**src/rtl/bsnn_enc_pkg.sv**
```systemverilog
// Shared types and helpers for the BSNN input-layer spike encoder.
// Latency: n/a (types and constant functions only).
// Backpressure: n/a.
package bsnn_enc_pkg;

  // Run-control states of the encoder array.
  typedef enum logic [1:0] {
    IDLE = 2'd0,
    RUN  = 2'd1,
    DONE = 2'd2
  } enc_state_t;

  // Width of a counter that must hold every value 0..window without wrapping.
  function automatic int win_cnt_w(input int window);
    return (window < 1) ? 1 : $clog2(window + 1);
  endfunction

endpackage

```
**src/rtl/ttfs_channel.sv**
```systemverilog
// One encoder channel: countdown from a loaded delay, one-cycle spike on expiry.
// Latency: spike is registered, asserted the cycle after the tick that expires the count.
// Backpressure: none; load wins over tick_en, tick_en is only asserted by the top while running.
// Ports:
//   CLK, nRES  clock and asynchronous active-low reset
//   load       capture load_val into both the countdown and the reload register
//   load_val   delay in ticks; 0 keeps the channel silent
//   tick_en    advance the countdown by one time step
//   periodic   1 = re-arm from the reload register after firing
//   spike      registered one-cycle spike
module ttfs_channel #(
  parameter int DTT_WIDTH = 5
) (
  input  logic                 CLK,
  input  logic                 nRES,
  input  logic                 load,
  input  logic [DTT_WIDTH-1:0] load_val,
  input  logic                 tick_en,
  input  logic                 periodic,
  output logic                 spike
);

  localparam logic [DTT_WIDTH-1:0] ONE = DTT_WIDTH'(1);

  logic [DTT_WIDTH-1:0] cnt;
  logic [DTT_WIDTH-1:0] rld;

  always_ff @(posedge CLK or negedge nRES) begin
    if (!nRES) begin
      cnt   <= '0;
      rld   <= '0;
      spike <= 1'b0;
    end else begin
      // Spike is a pulse: cleared every cycle unless this tick expires the count.
      spike <= 1'b0;
      if (load) begin
        cnt <= load_val;
        rld <= load_val;
      end else if (tick_en) begin
        if (cnt == ONE) begin
          spike <= 1'b1;
          cnt   <= periodic ? rld : '0;
        end else if (cnt > ONE) begin
          cnt <= cnt - ONE;
        end
        // cnt == 0: channel is silent or already fired in single-shot mode.
      end
    end
  end

endmodule

```
**src/rtl/ttfs_encoder_array.sv**
```systemverilog
// Multi-channel time-to-first-spike / rate encoder bounded by a fixed tick window.
// Latency: spike and done appear one cycle after the causing tick; busy rises the cycle after start.
// Backpressure: none; start restarts a run from any state and pre-empts a coincident tick.
// Ports:
//   CLK, nRES     clock and asynchronous active-low reset
//   input_vector  channel i delay in bits [i*DTT_WIDTH +: DTT_WIDTH]
//   start         load delays and begin a run (one-cycle pulse)
//   tick          shared time-step enable
//   spike         per-channel registered one-cycle spikes
//   busy          high while a run is in progress
//   done          one-cycle pulse after the final tick of the window
module ttfs_encoder_array
  import bsnn_enc_pkg::*;
#(
  parameter int N_CH      = 8,
  parameter int DTT_WIDTH = 5,
  parameter int WINDOW    = 31,
  parameter int PERIODIC  = 0
) (
  input  logic                      CLK,
  input  logic                      nRES,
  input  logic [N_CH*DTT_WIDTH-1:0] input_vector,
  input  logic                      start,
  input  logic                      tick,
  output logic [N_CH-1:0]           spike,
  output logic                      busy,
  output logic                      done
);

  localparam int             WCW      = win_cnt_w(WINDOW);
  localparam logic [WCW-1:0] WIN_LAST = WCW'(WINDOW - 1);

  enc_state_t     state_q, state_d;
  logic [WCW-1:0] win_q, win_d;
  logic           tick_en;
  logic           last_tick;

  // A tick coinciding with start belongs to no run and is dropped.
  assign tick_en   = tick & (state_q == RUN) & ~start;
  assign last_tick = tick_en & (win_q == WIN_LAST);

  always_ff @(posedge CLK or negedge nRES) begin
    if (!nRES) begin
      state_q <= IDLE;
      win_q   <= '0;
    end else begin
      state_q <= state_d;
      win_q   <= win_d;
    end
  end

  always_comb begin
    state_d = state_q;
    win_d   = win_q;
    if (start) begin
      // Restart from any state; also swallows a done that would be due this cycle.
      state_d = RUN;
      win_d   = '0;
    end else begin
      case (state_q)
        IDLE: ;
        RUN: begin
          if (last_tick) begin
            state_d = DONE;
            win_d   = '0;
          end else if (tick_en) begin
            win_d = win_q + WCW'(1);
          end
        end
        DONE:    state_d = IDLE;
        default: state_d = IDLE;
      endcase
    end
  end

  // DONE lasts exactly one cycle, the same cycle the final tick's spikes appear.
  assign busy = (state_q == RUN);
  assign done = (state_q == DONE);

  for (genvar i = 0; i < N_CH; i++) begin : g_ch
    ttfs_channel #(
      .DTT_WIDTH(DTT_WIDTH)
    ) u_ch (
      .CLK     (CLK),
      .nRES    (nRES),
      .load    (start),
      .load_val(input_vector[i*DTT_WIDTH +: DTT_WIDTH]),
      .tick_en (tick_en),
      .periodic(PERIODIC != 0),
      .spike   (spike[i])
    );
  end

endmodule
```
**config.mk**
```make
export PLATFORM = sky130hd
export DESIGN_NAME = ttfs_encoder_array
export DESIGN_NICKNAME = d
export VERILOG_FILES = /design/src/rtl/bsnn_enc_pkg.sv /design/src/rtl/ttfs_channel.sv /design/src/rtl/ttfs_encoder_array.sv
export SDC_FILE = /design/constraint.sdc
export NUM_CORES = 1
export LEC_CHECK = 0
export ABC_AREA = 1
export BUFFER_PORTS_ARGS = -buffer_cell sky130_fd_sc_hd__buf_2
export CORE_ASPECT_RATIO = 1.1
export CORE_MARGIN = 5
export CORE_UTILIZATION = 30
export CTS_CLUSTER_DIAMETER = 100
export DETAILED_ROUTE_END_ITERATION = 12
export PLACE_DENSITY_LB_ADDON = 0.05
export SLEW_MARGIN = 20
export SYNTH_ARGS = -nofsm -noshare
export SYNTH_HDL_FRONTEND = slang
export SYNTH_SLANG_ARGS = --single-unit
```
**constraint.sdc**
```tcl
create_clock -name CLK -period 1.9 [get_ports CLK]
set_input_delay 0.285 -clock CLK [delete_from_list [all_inputs] [get_ports CLK]]
set_output_delay 0.285 -clock CLK [all_outputs]
set_load 0.02 [all_outputs]
```
==> summary.txt, run 1 <==
Pwr
  – Total Power: ~4.5 mW
  – Power Density: roughly 1100 nW/um^2
  – Leak pwr: 2.29 nW
  – Maximum VDD drop: 0.000451 V

Clocking
  – CTS sink cnt: between 50 and 60
  – Post-CTS setup buffer count: 0
  – Clk slew on worst S/H paths: approximately 0.070 ns
  – Post-cts repair resize count: 0
  – Clock Path Buffers: 2
  – CTS Hold Bufs: 0
  – Num CTS Buffers: 5
  – H-Tree Depth: 2
  – CTS root buf: clkbuf_16
  – CTS tree: done
  – Clock Latency Late Sink: 0.30 ns

Logic synthesis
  – Synth Cell Area: roughly 3600 um^2
  – Async SR Flop Fraction: 100%
  – Synth Net Count: 594
  – Top post-synthesis cells by count: nand2_1 (253), dfrtp_1 (55), nor2_1 (54)
  – EDFF count, synth: 0
  – Leading area contributor after synthesis: dfrtp_1
  – Post-Synthesis Cells: ~530
  – Area contributors post-synth: dfrtp_1 (38%), nand2_1 (26%), ha_1 (6.3%)
  – Synth Register Bits: 55
  – Register area share after synthesis: roughly two fifths
  – Synth Warn #: 0
  – Yosys top cell area share: 38.3%
  – Main flop type after synthesis: dfrtp_1
  – Syn Area/Cell: between 6 and 7 um^2
  – Synth cell types: 21
  – Most common cell in the synthesized netlist: nand2_1

STA
  – Max-slew violations: 0
  – Slew @ Worst Pin: 0.487 ns
  – Final TNS setup: 0 ns
  – Fin. Hold Viols: 11
  – Fmax: 632 MHz
  – Hold_ws: -0.00682 ns
  – Max-slew headroom: 67.2%
  – Crit share post-route: between 80% and 90%
  – Final setup vio count: 0
  – Skew final: 0.00597 ns
  – Minimum clock period: ~1.6 ns
  – RSZ-0062 raised after global routing: false

Final layout
  – Area delta synth->final: 14.6%
  – Final instance area: just over 4000 um^2
  – Layout cell share with drive strength beyond 1: between 10% and 20%
  – Final #Nets: 643
  – Ant. Diodes: 0

Setup path
  – Worst Setup End Kind: flop
  – Reg2reg setup slack: about 0.32 ns
  – Max FO, Critical Path: 5
  – Setup CP Type: flop to flop
  – Setup crit start kind: flop
  – Data arrival, critical path: 1.82 ns
  – WP data required: about 2.1 ns

Floorplan
  – Number of I/O pins: 54
  – Die H: ~120 um
  – Die X: 114 um
  – Total core area: 11,900 um^2
  – Initial core utilization: 30.3%
  – Die ar.: about 14,000 um^2
  – Num rows: between 40 and 50

Routing
  – Final wirelength: between 8000 and 9000 um
  – Vias per std cell: around 4.4
  – DRC viols: 0
  – Vias: between 3,000 and 4,000
  – Initial DRC count: between 150 and 200
  – Final ANT Viol Nets: 0
  – Drt first pass iters: 4
  – WL/cell: between 10 and 15 um

Placement
  – Detail Placement HPWL: 6310 um
  – Port buffer count: 53
  – Placed cell areas: roughly 4000 um^2
  – Final GP Congestion: ~0.78

Run
  – MaxCap Viol Count: 0

Global routing
  – First-pass GRT wire length: 15,300 um
  – Initial antenna violation count: 0
  – Total grt overflow: 0
  – Global Route Usage Sum: roughly 13%
  – Vias in the first global route: about 3,200
  – Pin count of the biggest net entering global routing: 56

Outcome
  – Failing checks: hold timing
  – Outcome: finished with violations

Min path
  – Worst hold path type: input port to asynchronous set/reset pin
==> power by group <==
| part | switching [mW] | leakage (nW) | internal, mW |
|---|---|---|---|
| Clock | 0.421 | 0.0628 | 0.477 |
| Sequential | 0.350 | 0.695 | 1.48 |
| Combinational | 1.06 | 1.53 | 0.700 |
| Total | 1.83 | 2.29 | 2.66 |
==> worst max-delay path: stages, from the launching register on <==
cell     delay (ns)
dfrtp_1        0.37
inv_1          0.07
ha_1           0.17
inv_1          0.05
nor2_1         0.03
nand2_1        0.07
nand2_1        0.13
o21ai_0        0.45
nand2_1        0.10
nand2_1        0.09
==> final cells by class <==
type	instances	area [um^2]
tap	154	193
sequential	55	1380
multi-input combinational	413	1930
clock buffer	6	129
timing repair buffer	57	308
inverter	49	184
fill	1346	7750
==> cell families (layout without fill, tap and decap cells) <==
family	Yosys count	in the layout	synth area share [%]
simple gates	343	343	38.8
flops	55	55	38.3
fa+ha+maj	18	18	6.26
compound gates	41	41	5.98
xor+xnor	11	11	2.68
buf+inv	64	112	7.97
==> layout by cell type (no fill, tap or decap), drive strengths merged <==
| cell | count |
|---|---|
| o21bai | 4 |
| inv | 49 |
| dfrtp | 55 |
| ha | 18 |
| nand4 | 4 |
| xnor2 | 9 |
| clkbuf | 6 |
| buf | 57 |
| nand2 | 255 |
| xor2 | 2 |
| nand3 | 17 |
| o21ai | 37 |
| nor2 | 59 |
| nand3b | 8 |
==> routing by layer <==
metal | part of all wire (%) | vias to the layer above | wire, um | GRT usage, %
li1 | - | 1722 | - | -
met1 | 48 | 1478 | 4230 | 17.3
met2 | 48 | 40 | 4210 | 21.5
met3 | 3.6 | 6 | 320 | 2.53
met4 | 0.92 | 0 | 81 | 2.52
met5 | 0 | - | 0 | 0
==> state kept, by name, summed over array words and instances (netlist names) <==
| signal | cells |
|---|---|
| g_ch.u_ch.spike | 8 |
| state_q | 2 |
| win_q | 5 |
| g_ch.u_ch.cnt | 40 |
==> final timing paths <==
check | start | end | cells past startpoint
worst max-delay path | g_ch[7].u_ch.cnt[1] | g_ch[7].u_ch.cnt[1] | 9
worst min-delay path | nRES | g_ch[1].u_ch.cnt[2] | 2
worst max register to register | g_ch[7].u_ch.cnt[1] | g_ch[7].u_ch.cnt[1] | 9
worst min register to register | g_ch[2].u_ch.cnt[1] | g_ch[2].u_ch.cnt[1] | 2
max in group asynchronous | nRES | g_ch[3].u_ch.cnt[3] | 2
min in group CLK | input_vector[3] | g_ch[0].u_ch.cnt[3] | 5
==> per-stage QoR <==
| step | utilization [%] | hold WS [ns] | setup WS (ns) | std cells |
|---|---|---|---|---|
| floorplan | - | -0.0106 | 0.598 | 532 |
| global placement | 33.6 | 0.325 | 0.238 | 728 |
| detailed placement | 33.6 | 0.318 | 0.280 | 728 |
| CTS | 34.7 | 0.00539 | 0.271 | 734 |
| global route | 34.7 | 0.0189 | 0.111 | 734 |
| finish | 34.7 | -0.00682 | 0.319 | 734 |
Note: power is estimated with default switching activity, not from simulation.
==> inputs of run 2 (changes only) <==
- clock period: 1.9 -> 1.5 ns (I/O delays scaled with it)
==> summary.txt, run 2 (synthesized netlist as in run 1, its figures left out) <==
Setup path
  – Crit-path cells: inv_2, ha_4, inv_2, nor2_1, nand2_1, nand2_2, nor2_2, nor2_1, buf_4, nand2_2, nand2_2
  – Max FO, Critical Path: 5 (unchanged)
  – CP most frequent cell: nand2_2
  – Critical-path top delay cell: dfrtp_1
  – Setup crit start kind: flop
  – Setup CP Type: flop to flop
  – R2R Path End: g_ch[1].u_ch.cnt[0]
  – Data arrival, critical path: 1.65 ns (-0.17 ns)
  – Reg2reg setup slack: 0.09 ns (-0.23 ns)
  – WP data required: 1.74 ns (-0.39 ns)
  – Cell depth of the worst flop-to-flop path: 11 (+2)
  – Delay-heaviest family, CP: simple AND/OR/NAND/NOR gates
  – Critical path startpoint: g_ch[1].u_ch.cnt[1]
  – Crit. path cell count: 11 (+2)
  – Worst path max stage delay: 0.40 ns (-0.05 ns)
  – CP Buf/Inv Count: 3 (+1)
  – R2r startpoint: g_ch[1].u_ch.cnt[1]
  – Worst Setup End Kind: flop
  – Critical path endpoint: g_ch[1].u_ch.cnt[0]

Routing
  – Drt first pass iters: 4 (unchanged)
  – Vias: 3,404 (+4.9%)
  – Initial DRC count: 117 (-24%)
  – WL/cell: 11.9 um (-1.3%)
  – Final wirelength: 9180 um (+3.9%)
  – DRC viols: 0 (unchanged)
  – Final ANT Viol Nets: 0 (unchanged)
  – Vias per std cell: 4.41 (-0.29%)

Run
  – MaxCap Viol Count: 0 (unchanged)

Pwr
  – Net Switching: 2.55 mW (+39%)
  – Comb pwr share: 43.0% (+3.8 points)
  – Switching part of the total: 40.1% (-0.61 points)
  – Total Power: 6.34 mW (+41%)
  – Clock share of power: 19.9% (about the same)
  – Sequential share of power: 37.0% (-3.8 points)
  – Power Density: 1370 nW/um^2 (+26%)
  – Leak pwr: 2.48 nW (+8.6%)
  – Maximum VDD drop: 0.000598 V (+33%)
  – Total internal power: 3.80 mW (+43%)

Floorplan
  – Die ar.: 14,300 um^2 (unchanged)
  – Initial core utilization: 30.3% (unchanged)
  – Die X: 114 um (unchanged)
  – Num rows: 42 (unchanged)
  – Die H: 125 um (unchanged)
  – Total core area: 11,900 um^2 (unchanged)
  – Number of I/O pins: 54 (unchanged)

Clocking
  – Clock Path Buffers: 2 (unchanged)
  – CTS sink cnt: 55 (unchanged)
  – H-Tree Depth: 2 (unchanged)
  – CTS root buf: clkbuf_16
  – Clock Latency Late Sink: 0.29 ns (about the same)
  – CTS tree: done
  – Num CTS Buffers: 5 (unchanged)
  – Clk slew on worst S/H paths: 0.07 ns (about the same)

STA
  – Skew final: 0.00625 ns (+0.000272 ns)
  – Minimum clock period: 1.41 ns (-0.169 ns)
  – Fmax: 708 MHz (+12%)
  – Final setup vio count: 0 (unchanged)
  – RSZ-0062 raised after global routing: true
  – Slew @ Worst Pin: 0.470 ns (-0.0174 ns)
  – Max-slew violations: 0 (unchanged)
  – Fin. Hold Viols: 0 (-11)
  – Max-slew headroom: 68.7% (+1.5 points)
  – Crit share post-route: 94.1% (+11 points)

Placement
  – Detail Placement HPWL: 6510 um (+3.2%)
  – Port buffer count: 53 (unchanged)
  – Placed cell areas: 4190 um^2 (+5.0%)
  – Final GP Congestion: 0.784 (+0.18%)

Final layout
  – Commonest non-fill, non-tap cell in the layout: nand2_1
  – Final instance area: 4630 um^2 (+12%)
  – Multi-input logic area: 2110 um^2 (+9.3%)
  – Finished Core Util: 39.0% (+4.3 points)
  – Area delta synth->final: 28.7%
  – Layout cell share with drive strength beyond 1: 26.1% (+14 points)
  – Max reg flops: 40 (unchanged)
  – Biggest regs: g_ch.u_ch.cnt (40), g_ch.u_ch.spike (8), win_q (5)
  – Fillers: 1,321 (-1.9%)
  – FF+latch area: 1380 um^2 (unchanged)
  – Ant. Diodes: 0 (unchanged)
  – Commonest cells after routing, fill and taps aside: nand2_1 (229), dfrtp_1 (55), buf_2 (53), nor2_1 (45), inv_1 (36)
  – Register with the most flip-flops: g_ch.u_ch.cnt
  – Final #Nets: 679 (+5.6%)

Min path
  – Worst hold path type: input port to flop

Global routing
  – Global Route Usage Sum: 13.8% (+0.89 points)
  – First-pass GRT wire length: 16,200 um (+6.2%)
  – Pin count of the biggest net entering global routing: 56 (unchanged)
  – Initial antenna violation count: 0 (unchanged)
  – Vias in the first global route: 3,498 (+9.0%)
  – Total grt overflow: 0 (unchanged)

Outcome
  – Outcome: complete, no violations
[run 2: cell types whose count changed in the layout (fill, tap and decap cells not counted), sizes merged]
cell / change
buf: +35
clkbuf: +2
dlygate4sd3: +1
[run 2: per-layer routing]
| layer | wire [um] | global-route usage, % |
|---|---|---|
| met1 | 4330 | 18.1 |
| met2 | 4470 | 23.2 |
| met3 | 277 | 2.58 |
| met4 | 100 | 3.49 |
| met5 | 0 | 0 |
[run 2: what timing repair did]
action,CTS,global route
setup endpoints to repair,10,40
pin swaps,0,25
gates resized for setup,2,69
cloned,0,0
setup buffers,0,10
hold buffers,1,0
hold endpoints to repair,55,0
[run 2: how the worst min path moves through the flow]
stage	from	to	slack, ns	cells past startpoint
finish	input_vector[23]	g_ch[4].u_ch.cnt[3]	0.22	5
global route	input_vector[24]	g_ch[4].u_ch.cnt[4]	0.24	5
CTS	input_vector[8]	g_ch[1].u_ch.cnt[3]	0.21	5
detailed placement	nRES	g_ch[1].u_ch.cnt[4]	0.27	2
global placement	nRES	g_ch[1].u_ch.cnt[4]	0.26	2
floorplan	nRES	g_ch[0].u_ch.cnt[0]	-0.07	0
[run 2: power by group through the flow]
stage | clock, mW | sequential [mW] | combinational [mW]
floorplan | 0 | 2.23 | 1.81
global placement | 0 | 2.34 | 2.41
detailed placement | 0 | 2.34 | 2.42
CTS | 1.32 | 2.32 | 2.43
global route | 1.40 | 2.43 | 3.22
finish | 1.26 | 2.35 | 2.73
[run 2: final cells by class]
type / count / share of cell area (%)
clock buffers: 8 / 3.38
inverters: 49 / 4.03
multi-input cells: 413 / 45.6
flip-flops and latches: 55 / 29.7
well taps: 154 / 4.16
repair buffers: 93 / 13.1
[run 2: worst reg2reg max path: cells and delay by family, from the launching register on]
kind / cells / cell delay (ns)
and+or+nand+nor: 7 / 0.55
adders and majority gates: 1 / 0.12
DFF: 1 / 0.40
buffers and inverters: 3 / 0.27
[run 2: through the flow]
step | hold WS (ns) | setup WS [ns] | setup TNS [ns] | instances
after floorplan | -0.0706 | 0.198 | 0 | 532
after global placement | 0.261 | -0.0451 | -0.284 | 753
after detailed placement | 0.267 | -0.00360 | -0.00518 | 753
after CTS | 0.207 | 0.0138 | 0 | 762
after global routing | 0.242 | -0.0469 | -0.203 | 772
final | 0.217 | 0.0878 | 0 | 772
